**config.mk**
```make
export PLATFORM = sky130hd
export DESIGN_NAME = fpu_norm_lshift
export DESIGN_NICKNAME = d
export VERILOG_FILES = /design/src/rtl/fpu_norm_lshift_pkg.sv /design/src/rtl/fpu_norm_lshift_lead0_cnt.sv /design/src/rtl/fpu_norm_lshift.sv
export SDC_FILE = /design/constraint.sdc
export NUM_CORES = 1
export LEC_CHECK = 0
export ABC_AREA = 1
export CAP_MARGIN = 20
export CORE_MARGIN = 3
export CORE_UTILIZATION = 40
export CTS_CLUSTER_SIZE = 28
export DETAILED_ROUTE_END_ITERATION = 8
export GPL_TIMING_DRIVEN = 0
export PLACE_DENSITY = 0.7
export SLEW_MARGIN = 10
export SYNTH_ARGS = -nofsm -noshare
export SYNTH_HDL_FRONTEND = slang
export SYNTH_SLANG_ARGS = --single-unit
```
**constraint.sdc**
```tcl
create_clock -name rclk -period 3.47 [get_ports rclk]
set_input_delay 0.694 -clock rclk [delete_from_list [all_inputs] [get_ports rclk]]
set_output_delay 0.694 -clock rclk [all_outputs]
set_load 0.02 [all_outputs]
```
**src/rtl/fpu_norm_lshift_pkg.sv**
```systemverilog
// fpu_norm_lshift shared definitions
// Lead-0 count width helper and stage occupancy encoding.
package fpu_norm_lshift_pkg;

  // Lead-0 count spans 0..w, so it needs one bit above log2(w).
  function automatic int lz_width(input int w);
    return $clog2(w) + 1;
  endfunction

  typedef enum logic {
    STG_EMPTY = 1'b0,
    STG_FULL  = 1'b1
  } stg_vld_e;

endpackage

```
**src/rtl/fpu_norm_lshift_lead0_cnt.sv**
```systemverilog
// fpu_norm_lead0_cnt: combinational lead-0 counter
// Ports: mant_i (MANT_W) in, lz_o (log2(MANT_W)+1) out, 0..MANT_W.
module fpu_norm_lead0_cnt
  import fpu_norm_lshift_pkg::*;
#(
  parameter int MANT_W = 64
) (
  input  logic [MANT_W-1:0]           mant_i,
  output logic [lz_width(MANT_W)-1:0] lz_o
);

  localparam int G    = MANT_W / 4;
  localparam int LV   = $clog2(G);
  localparam int CW   = $clog2(MANT_W);
  localparam int LZ_W = lz_width(MANT_W);

  logic [CW-1:0] cnt [LV+1][G];
  logic          zg  [LV+1][G];
  logic [3:0]    nib;

  always_comb begin
    nib = '0;
    for (int l = 0; l <= LV; l++) begin
      for (int n = 0; n < G; n++) begin
        cnt[l][n] = '0;
        zg[l][n]  = 1'b0;
      end
    end
    // Group 0 is the most significant nibble.
    for (int g = 0; g < G; g++) begin
      nib = mant_i[MANT_W-1-4*g -: 4];
      zg[0][g] = (nib == 4'h0);
      if (nib[3])      cnt[0][g] = CW'(0);
      else if (nib[2]) cnt[0][g] = CW'(1);
      else if (nib[1]) cnt[0][g] = CW'(2);
      else             cnt[0][g] = CW'(3);
    end
    // An all-zero upper half adds its full width to the lower count;
    // the lower count is below that width, so OR is an add.
    for (int l = 1; l <= LV; l++) begin
      for (int n = 0; n < (G >> l); n++) begin
        zg[l][n] = zg[l-1][2*n] & zg[l-1][2*n+1];
        if (zg[l-1][2*n])
          cnt[l][n] = cnt[l-1][2*n+1] | (CW'(1) << (l + 1));
        else
          cnt[l][n] = cnt[l-1][2*n];
      end
    end
    lz_o = zg[LV][0] ? LZ_W'(MANT_W)
                     : {1'b0, cnt[LV][0]};
  end

endmodule

```
**src/rtl/fpu_norm_lshift.sv**
```systemverilog
// fpu_norm_lshift: 2-stage mantissa normalizer, valid/ready both ends
// In: rclk, reset, in_vld/in_mant/in_exp/in_tag, out_rdy. Out: in_rdy,
// out_vld/out_mant/out_exp/out_lz/out_zero/out_unf/out_tag.
// Macro FPU_NORM_EXP_CLAMP_EN: clamp shift to exponent (denormal result).
module fpu_norm_lshift
  import fpu_norm_lshift_pkg::*;
#(
  parameter int MANT_W = 64,
  parameter int EXP_W  = 13,
  parameter int TAG_W  = 4
) (
  input  logic                  rclk,
  input  logic                  reset,
  input  logic                  in_vld,
  output logic                  in_rdy,
  input  logic [MANT_W-1:0]     in_mant,
  input  logic [EXP_W-1:0]      in_exp,
  input  logic [TAG_W-1:0]      in_tag,
  output logic                  out_vld,
  input  logic                  out_rdy,
  output logic [MANT_W-1:0]     out_mant,
  output logic [EXP_W-1:0]      out_exp,
  output logic [$clog2(MANT_W):0] out_lz,
  output logic                  out_zero,
  output logic                  out_unf,
  output logic [TAG_W-1:0]      out_tag
);

  localparam int LZ_W = lz_width(MANT_W);

  stg_vld_e s1_st_q, s1_st_d;
  stg_vld_e s2_st_q, s2_st_d;
  logic s1_vld, s2_vld;
  logic s1_ld, s2_ld;

  logic [MANT_W-1:0] s1_mant_q;
  logic [EXP_W-1:0]  s1_exp_q;
  logic [TAG_W-1:0]  s1_tag_q;

  logic [MANT_W-1:0] s2_mant_q, mant_d;
  logic [EXP_W-1:0]  s2_exp_q, exp_d;
  logic [LZ_W-1:0]   s2_lz_q;
  logic              s2_zero_q, zero_d;
  logic              s2_unf_q, unf_d;
  logic [TAG_W-1:0]  s2_tag_q;

  logic [LZ_W-1:0]   lz, sh;
  logic [EXP_W:0]    dif_e;
  logic [MANT_W-1:0] m;

  fpu_norm_lead0_cnt #(
    .MANT_W (MANT_W)
  ) u_lz (
    .mant_i (s1_mant_q),
    .lz_o   (lz)
  );

  assign s1_vld = (s1_st_q == STG_FULL);
  assign s2_vld = (s2_st_q == STG_FULL);
  assign in_rdy = !s1_vld | !s2_vld | out_rdy;
  assign s2_ld  = s1_vld & (!s2_vld | out_rdy);
  assign s1_ld  = in_vld & in_rdy;

  always_comb begin
    s1_st_d = s1_st_q;
    if (s1_ld)      s1_st_d = STG_FULL;
    else if (s2_ld) s1_st_d = STG_EMPTY;
    s2_st_d = s2_st_q;
    if (s2_ld)        s2_st_d = STG_FULL;
    else if (out_rdy) s2_st_d = STG_EMPTY;
  end

  // Borrow of exp - lz flags lz > exp, which is
  // both the underflow and the clamp condition.
  always_comb begin
    zero_d = (lz == LZ_W'(MANT_W));
    dif_e  = {1'b0, s1_exp_q} - (EXP_W+1)'(lz);
    unf_d  = dif_e[EXP_W];
    exp_d  = dif_e[EXP_W-1:0];
    sh     = lz;
`ifdef FPU_NORM_EXP_CLAMP_EN
    if (unf_d) begin
      sh    = LZ_W'(s1_exp_q);
      exp_d = '0;
    end
`endif
    if (zero_d) begin
      exp_d = '0;
      unf_d = 1'b0;
    end
    m = s1_mant_q;
    for (int k = 0; k < LZ_W; k++) begin
      if (sh[k]) m = m << (1 << k);
    end
    mant_d = m;
  end

  always_ff @(posedge rclk) begin
    if (reset) begin
      s1_st_q   <= STG_EMPTY;
      s2_st_q   <= STG_EMPTY;
      s1_mant_q <= '0;
      s1_exp_q  <= '0;
      s1_tag_q  <= '0;
      s2_mant_q <= '0;
      s2_exp_q  <= '0;
      s2_lz_q   <= '0;
      s2_zero_q <= 1'b0;
      s2_unf_q  <= 1'b0;
      s2_tag_q  <= '0;
    end else begin
      s1_st_q <= s1_st_d;
      s2_st_q <= s2_st_d;
      if (s1_ld) begin
        s1_mant_q <= in_mant;
        s1_exp_q  <= in_exp;
        s1_tag_q  <= in_tag;
      end
      if (s2_ld) begin
        s2_mant_q <= mant_d;
        s2_exp_q  <= exp_d;
        s2_lz_q   <= lz;
        s2_zero_q <= zero_d;
        s2_unf_q  <= unf_d;
        s2_tag_q  <= s1_tag_q;
      end
    end
  end

  assign out_vld  = s2_vld;
  assign out_mant = s2_mant_q;
  assign out_exp  = s2_exp_q;
  assign out_lz   = s2_lz_q;
  assign out_zero = s2_zero_q;
  assign out_unf  = s2_unf_q;
  assign out_tag  = s2_tag_q;

endmodule

```
* Word level (Yosys, flattened, before mapping) *
Cells that the tools add are included.

word-level totals
  flip-flop bits (word level) = 173
  latch bits = 0
  RAM bits = 0
  memory bits (read-only) = 0
  input port bits = 85
  output and inout port bits = 92
  logic and storage cells = 130
  memories = 0

operators by class
  add/sub/neg operators = 1
  multipliers = 0
  divide/modulo/power cells = 0
  $lt $le $gt $ge = 0
  equal/unequal tests = 1
  shifts and indexed selects = 0
  mux-type cells = 77
  bitwise operators = 20
  reduce and logical (&&, ||, !) cells = 20

operator list
  cell                  number
  $mux W64              7
  $mux W6               18
  $logic_not A4 Y1      16
  $mux W5               8
  $mux W2               15
  $mux W1               21
  $and A1 B1 Y1         17
  $mux W4               4
  $sub A13 B7 Y14       1
  $mux W13              1
  $eq A7 B7 Y1 const B  1
  $mux W7               1
  $mux W3               2
  $reduce_bool A2 Y1    2
  $or A1 B1 Y1          3
  $logic_not A1 Y1      2

* Logic depth before layout (Yosys ltp) *
  depth after elaboration = 15
  mapped depth = 29
  depth with buffers taken out = 27

* Modules after synthesis *
A second synthesis with hierarchy kept.

unflattened totals
  cell total of the unflattened synthesis = 1859
  area total of the unflattened synthesis = 11210.8 µm²

modules (own cells, without submodules)
  module              times used  cells an instance  area an instance (µm²)
  fpu_norm_lshift     1           1676               10353.7
  fpu_norm_lead0_cnt  1           183                857.1

* Worst setup path after synthesis *
Ideal clock, no wire load.

  path kind = register -> register
  start = register s1_mant_q[55]
  end = register s2_exp_q[10] (netlist: out_exp[10])
  setup time = 0.132 ns
  data arrival time = 3.194 ns
  required time = 3.338 ns
  setup slack = 0.144 ns
  cell stages (with the launch flop) = 29
  clock period less this slack = 3.326 ns
  path through = dfxtp_1 > inv_2 > nand2_1 > nor2_2 > nand2_1 > nor2_4 > nand2_4 > nor2_8 > nand3_4 > nand2_4 > buf_6 > buf_6 > ha_1 > inv_1 > fa_1 > a21oi_1 > nor2_1 > nor2_1 > nor2_1 > nor2_1 > nor2_1 > nor2_1 > nor2_1 > inv_1 > nand2_1 > nor2_1 > a31oi_1 > o21ai_0 > a21oi_1

between the ends
  longest elaborated chain between the ends = 8

RTL lines
  what                                                   line                                                              text
  start: declaration                                     fpu_norm_lshift.sv:36                                             logic [MANT_W-1:0] s1_mant_q;
  start signal: assignment                               fpu_norm_lshift.sv:115                                            s1_mant_q <= in_mant;
  $logic_not A4 Y1 or $mux W2 (tied branches)            fpu_norm_lshift_lead0_cnt.sv:32, fpu_norm_lshift_lead0_cnt.sv:33
  $mux W6 or $and A1 B1 Y1 (tied branches) (4 in a row)  fpu_norm_lshift_lead0_cnt.sv:43, fpu_norm_lshift_lead0_cnt.sv:42
  $mux W7 *                                              fpu_norm_lshift_lead0_cnt.sv:49                                   lz_o = zg[LV][0] ? LZ_W'(MANT_W)
  named net lz[0]                                        fpu_norm_lshift.sv:47                                             logic [LZ_W-1:0] lz, sh;
  $sub A13 B7 Y14 or $eq A7 B7 Y1 (tied branches)        fpu_norm_lshift.sv:77, fpu_norm_lshift.sv:76
  $mux W13 *                                             fpu_norm_lshift.sv:87                                             if (zero_d) begin
  end signal: assignment                                 fpu_norm_lshift.sv:121                                            s2_exp_q <= exp_d;
  end: declaration                                       fpu_norm_lshift.sv:41                                             logic [EXP_W-1:0] s2_exp_q, exp_d;

Mark *: on every way through the listed nets, which the timed path passes. The rest lies on a longest branch.
A chain may end at the register's enable or synchronous reset.

* Worst setup path in the final report *
  start = register s1_mant_q[44]
  end = register s2_mant_q[38] (netlist: out_mant[38])

between the ends
  longest elaborated chain between the ends = 13

RTL lines
  what                                                   line                                                              text
  $logic_not A4 Y1 *                                     fpu_norm_lshift_lead0_cnt.sv:32                                   zg[0][g] = (nib == 4'h0);
  $mux W6 or $and A1 B1 Y1 (tied branches) (4 in a row)  fpu_norm_lshift_lead0_cnt.sv:43, fpu_norm_lshift_lead0_cnt.sv:42
  $mux W7 *                                              fpu_norm_lshift_lead0_cnt.sv:49
  $mux W64 (6 in a row)                                  fpu_norm_lshift.sv:93                                             if (sh[k]) m = m << (1 << k);
  $mux W64 *                                             fpu_norm_lshift.sv:93
  end signal: assignment                                 fpu_norm_lshift.sv:120                                            s2_mant_q <= mant_d;
  end: declaration                                       fpu_norm_lshift.sv:40                                             logic [MANT_W-1:0] s2_mant_q, mant_d;

Every way passes the cells marked *; elsewhere a longest branch is shown, timed or not.

==> metrics.md <==
| Metric | Value |
|---|---|
| Status | `complete, no violations` |
| Clk sinks | `173` |
| Crit-path max cell delay | `690 ps` |
| Yosys top cell area share | `30.9%` |
| Synth area leader | `dfxtp_1` |
| First-pass GRT wire length | `85,000 um` |
| Relative slew slack | `40.0%` |
| Maxcap violations | `0` |
| Worst-path clk slew | `70 ps` |
| Initial antenna violation count | `1` |
| Antenna Cells | `0` |
| Critical path required time | `3800 ps` |
| Final TNS setup | `0 ps` |
| Sequential share of the synthesized area | `30.9%` |
| Routed Antenna Nets | `0` |
| Setup Crit Path Kind | `reg2reg` |
| Post-Synth Simple-Gate Area | `45.5%` |
| Remaining DRCs | `0` |
| Cell variety after synth | `36` |
| Largest family of logic cells by synthesized area | `simple AND/OR/NAND/NOR gates` |
| Slew Limit Fails | `0` |
| Clock buffer depth | `2` |
| DPL Wire Length | `44,300 um` |
| Post-synthesis mux area share | `0%` |
| Die Wd | `173 um` |
| Routed WL | `57,500 um` |
| Root Buffer | `clkbuf_16` |
| Fin. Hold Viols | `0` |
| Worst-Margin Slew | `900 ps` |
| Post-Synth XOR/XNOR Area | `0%` |
| Yosys reg bits | `173` |
| Commonest cells after routing, fill and taps aside | `487 x nand3_1, 453 x nand2_1, 175 x clkdlybuf4s50_1` |
| Top post-synthesis cells by area | `dfxtp_1 31%, nand3_1 22%, nand2_1 16%, a21oi_1 7.6%, o21ai_0 5.3%` |
| CP max-delay cell | `buf_1` |
| Fraction of the cycle the final worst path needs | `99.3%` |
| Top delay family on crit path | `simple AND/OR/NAND/NOR gates` |
| Worst vdd ir | `0.346 mV` |
| Pin count of the biggest net entering global routing | `19` |
| Core ar. | `0.0273 mm^2` |
| Total GRT Usage | `36.9%` |
| Crit-path cells | `nor2_4, nand2_1, inv_2, nand2_2, buf_4, a21oi_1, nand3_4, inv_2, buf_1, nand3_1, nand3_1, nand3_1, nand2_1, a21oi_1` |
| Vias in the first global route | `14,200` |
| Die H | `173 um` |
| Commonest non-fill, non-tap cell in the layout | `nand3_1` |
| CTS tree | `built` |
| Fmax | `290 MHz` |
| Syn Nets | `1,939` |
| # setup viols final | `0` |
| Routed via count | `14,600` |
| DR WL/cell | `23.2 um` |
| Storage cell area | `0.00353 mm^2` |
| Synth Cell Area | `0.0112 mm^2` |
| 1st-pass router iterations | `6` |
| Vias per cell | `5.90` |
| Synth Area in Compound Gates | `13.9%` |
| Port bufs | `175` |
| Post-Syn Area per Cell | `6.07 um^2` |
| CP Capture Type | `flop` |
| Num ports | `177` |
| Layout cell share with drive strength beyond 1 | `14.1%` |
| Gpl congestion | `1.06` |
| CP most frequent cell | `nand3_1` |
| Clk_skew | `18.2 ps` |
| Total power | `0.00777 W` |
| CP bufs+invs | `4` |
| Worst min path class | `reg2reg` |
| Clock latency on the worst-skew pair | `470 ps` |
| CP arrival | `3780 ps` |
| Post-Synthesis Cells | `1,846` |
| Worst R2R Setup Slack | `20 ps` |
| Fill cells | `2,814` |
| Cell Pwr Density | `521 mW/mm^2` |
| Period minus WS final | `3450 ps` |
| Starting Density | `41.1%` |
| Overflow after GRT | `0` |
| Post-Synth Adder-Cell Area | `0.960%` |
| Area Growth Syn to Fin | `33.1%` |
| DR iter-0 viols | `1,720` |
| # rows | `60` |
| Startpoint types | `flop` |
| Pleak | `6.28 nW` |
| Critical path fanouts, max | `10` |
| RSZ-0062 raised after global routing | `yes` |
| Final nets | `2,185` |
| Area of the multi-input gates | `0.00709 mm^2` |
| Num CTS Buffers | `17` |
| Die area | `0.0301 mm^2` |
| Synth warnings | `0` |
| CTS H-tree depth | `4` |
## sequential cells by signal, summed over array words and instances (netlist names)
| name | cells |
|---|---|
| s1_tag_q | 4 |
| out_tag | 4 |
| out_zero | 1 |
| out_vld | 1 |
| s1_exp_q | 13 |
| s1_st_q | 1 |
| out_lz | 7 |
| s1_mant_q | 64 |
| out_unf | 1 |
| out_mant | 64 |
| out_exp | 13 |
## worst register-to-register path: cells and delay by family (launching register included)
family	cells	cell delay, ps
flip-flops	1	380
AND/OR/NAND/NOR	8	1360
AO/OA/AOI/OAI	2	350
buffers and inverters	4	1210
## cells by family (layout without fill, tap and decap cells)
group / Yosys count / count (layout)
buffers and inverters: 231 / 489
flip-flops: 173 / 173
adder cells (fa/ha/maj): 8 / 8
AO/OA/AOI/OAI: 306 / 306
AND/OR/NAND/NOR: 1128 / 1128
## report_power, final
part | internal, W | switching (W)
registers | 0.00215 | 0.000138
logic | 0.00112 | 0.00233
clock network | 0.00103 | 0.00100
total | 0.00430 | 0.00347
## area by class of cell
class                   instances  area share [%]
inverters                     104            2.73
clock buffers                  17            2.85
repair buffers                228            14.5
multi-input cells            1442            47.6
flip-flops and latches        173            23.7
plain buffers                 126            4.43
clock inverters                14            1.16
well taps                     372            3.12
## cell usage after synthesis (all sizes together)
library cell  number
fa                 1
nand4             22
o21ai            126
or2                2
nor2             118
a21boi             1
a21oi            171
inv              102
clkbuf            70
buf               57
a31oi              1
nand2            479
nand3            497
nor3               6
ha                 7
o211ai             6
nand3b             3
dfxtp            173
nor4               1
clkinv             2
a32oi              1
## routing by layer
metal	GRT usage, %	wire [um]
met5	0	0
met4	16.8	2620
met3	8.74	5520
met2	58.7	25800
met1	47.5	23500
## timing repair
action	in CTS	in global routing
resized for setup	60	126
pin swaps	16	37
hold buffers	0	0
endpoints found under the setup margin	36	98
buffers inserted	26	27
## final timing paths
kind,depth (start not counted),start,to
hold / removal,2,out_mant[7],out_mant[7]
hold reg to reg,2,out_mant[7],out_mant[7]
setup reg to reg,14,s1_mant_q[44],out_mant[38]
setup / recovery,14,s1_mant_q[44],out_mant[38]
## metrics by stage
| step | setup slack [ps] | instances | hold slack, ps | utilization (%) | area [um^2] |
|---|---|---|---|---|---|
| global route | -148 | 2476 | 485 | 54.7 | 14900 |
| detailed placement | -823 | 2393 | 455 | 49.3 | 13400 |
| floorplan | 144 | 1846 | 436 | - | 11200 |
| CTS | 6.71 | 2449 | 467 | 52.8 | 14400 |
| finish | 22.8 | 2476 | 464 | 54.7 | 14900 |
| global placement | -742 | 2393 | 454 | 49.3 | 13400 |
No activity file was read; power rests on OpenSTA's default activity.
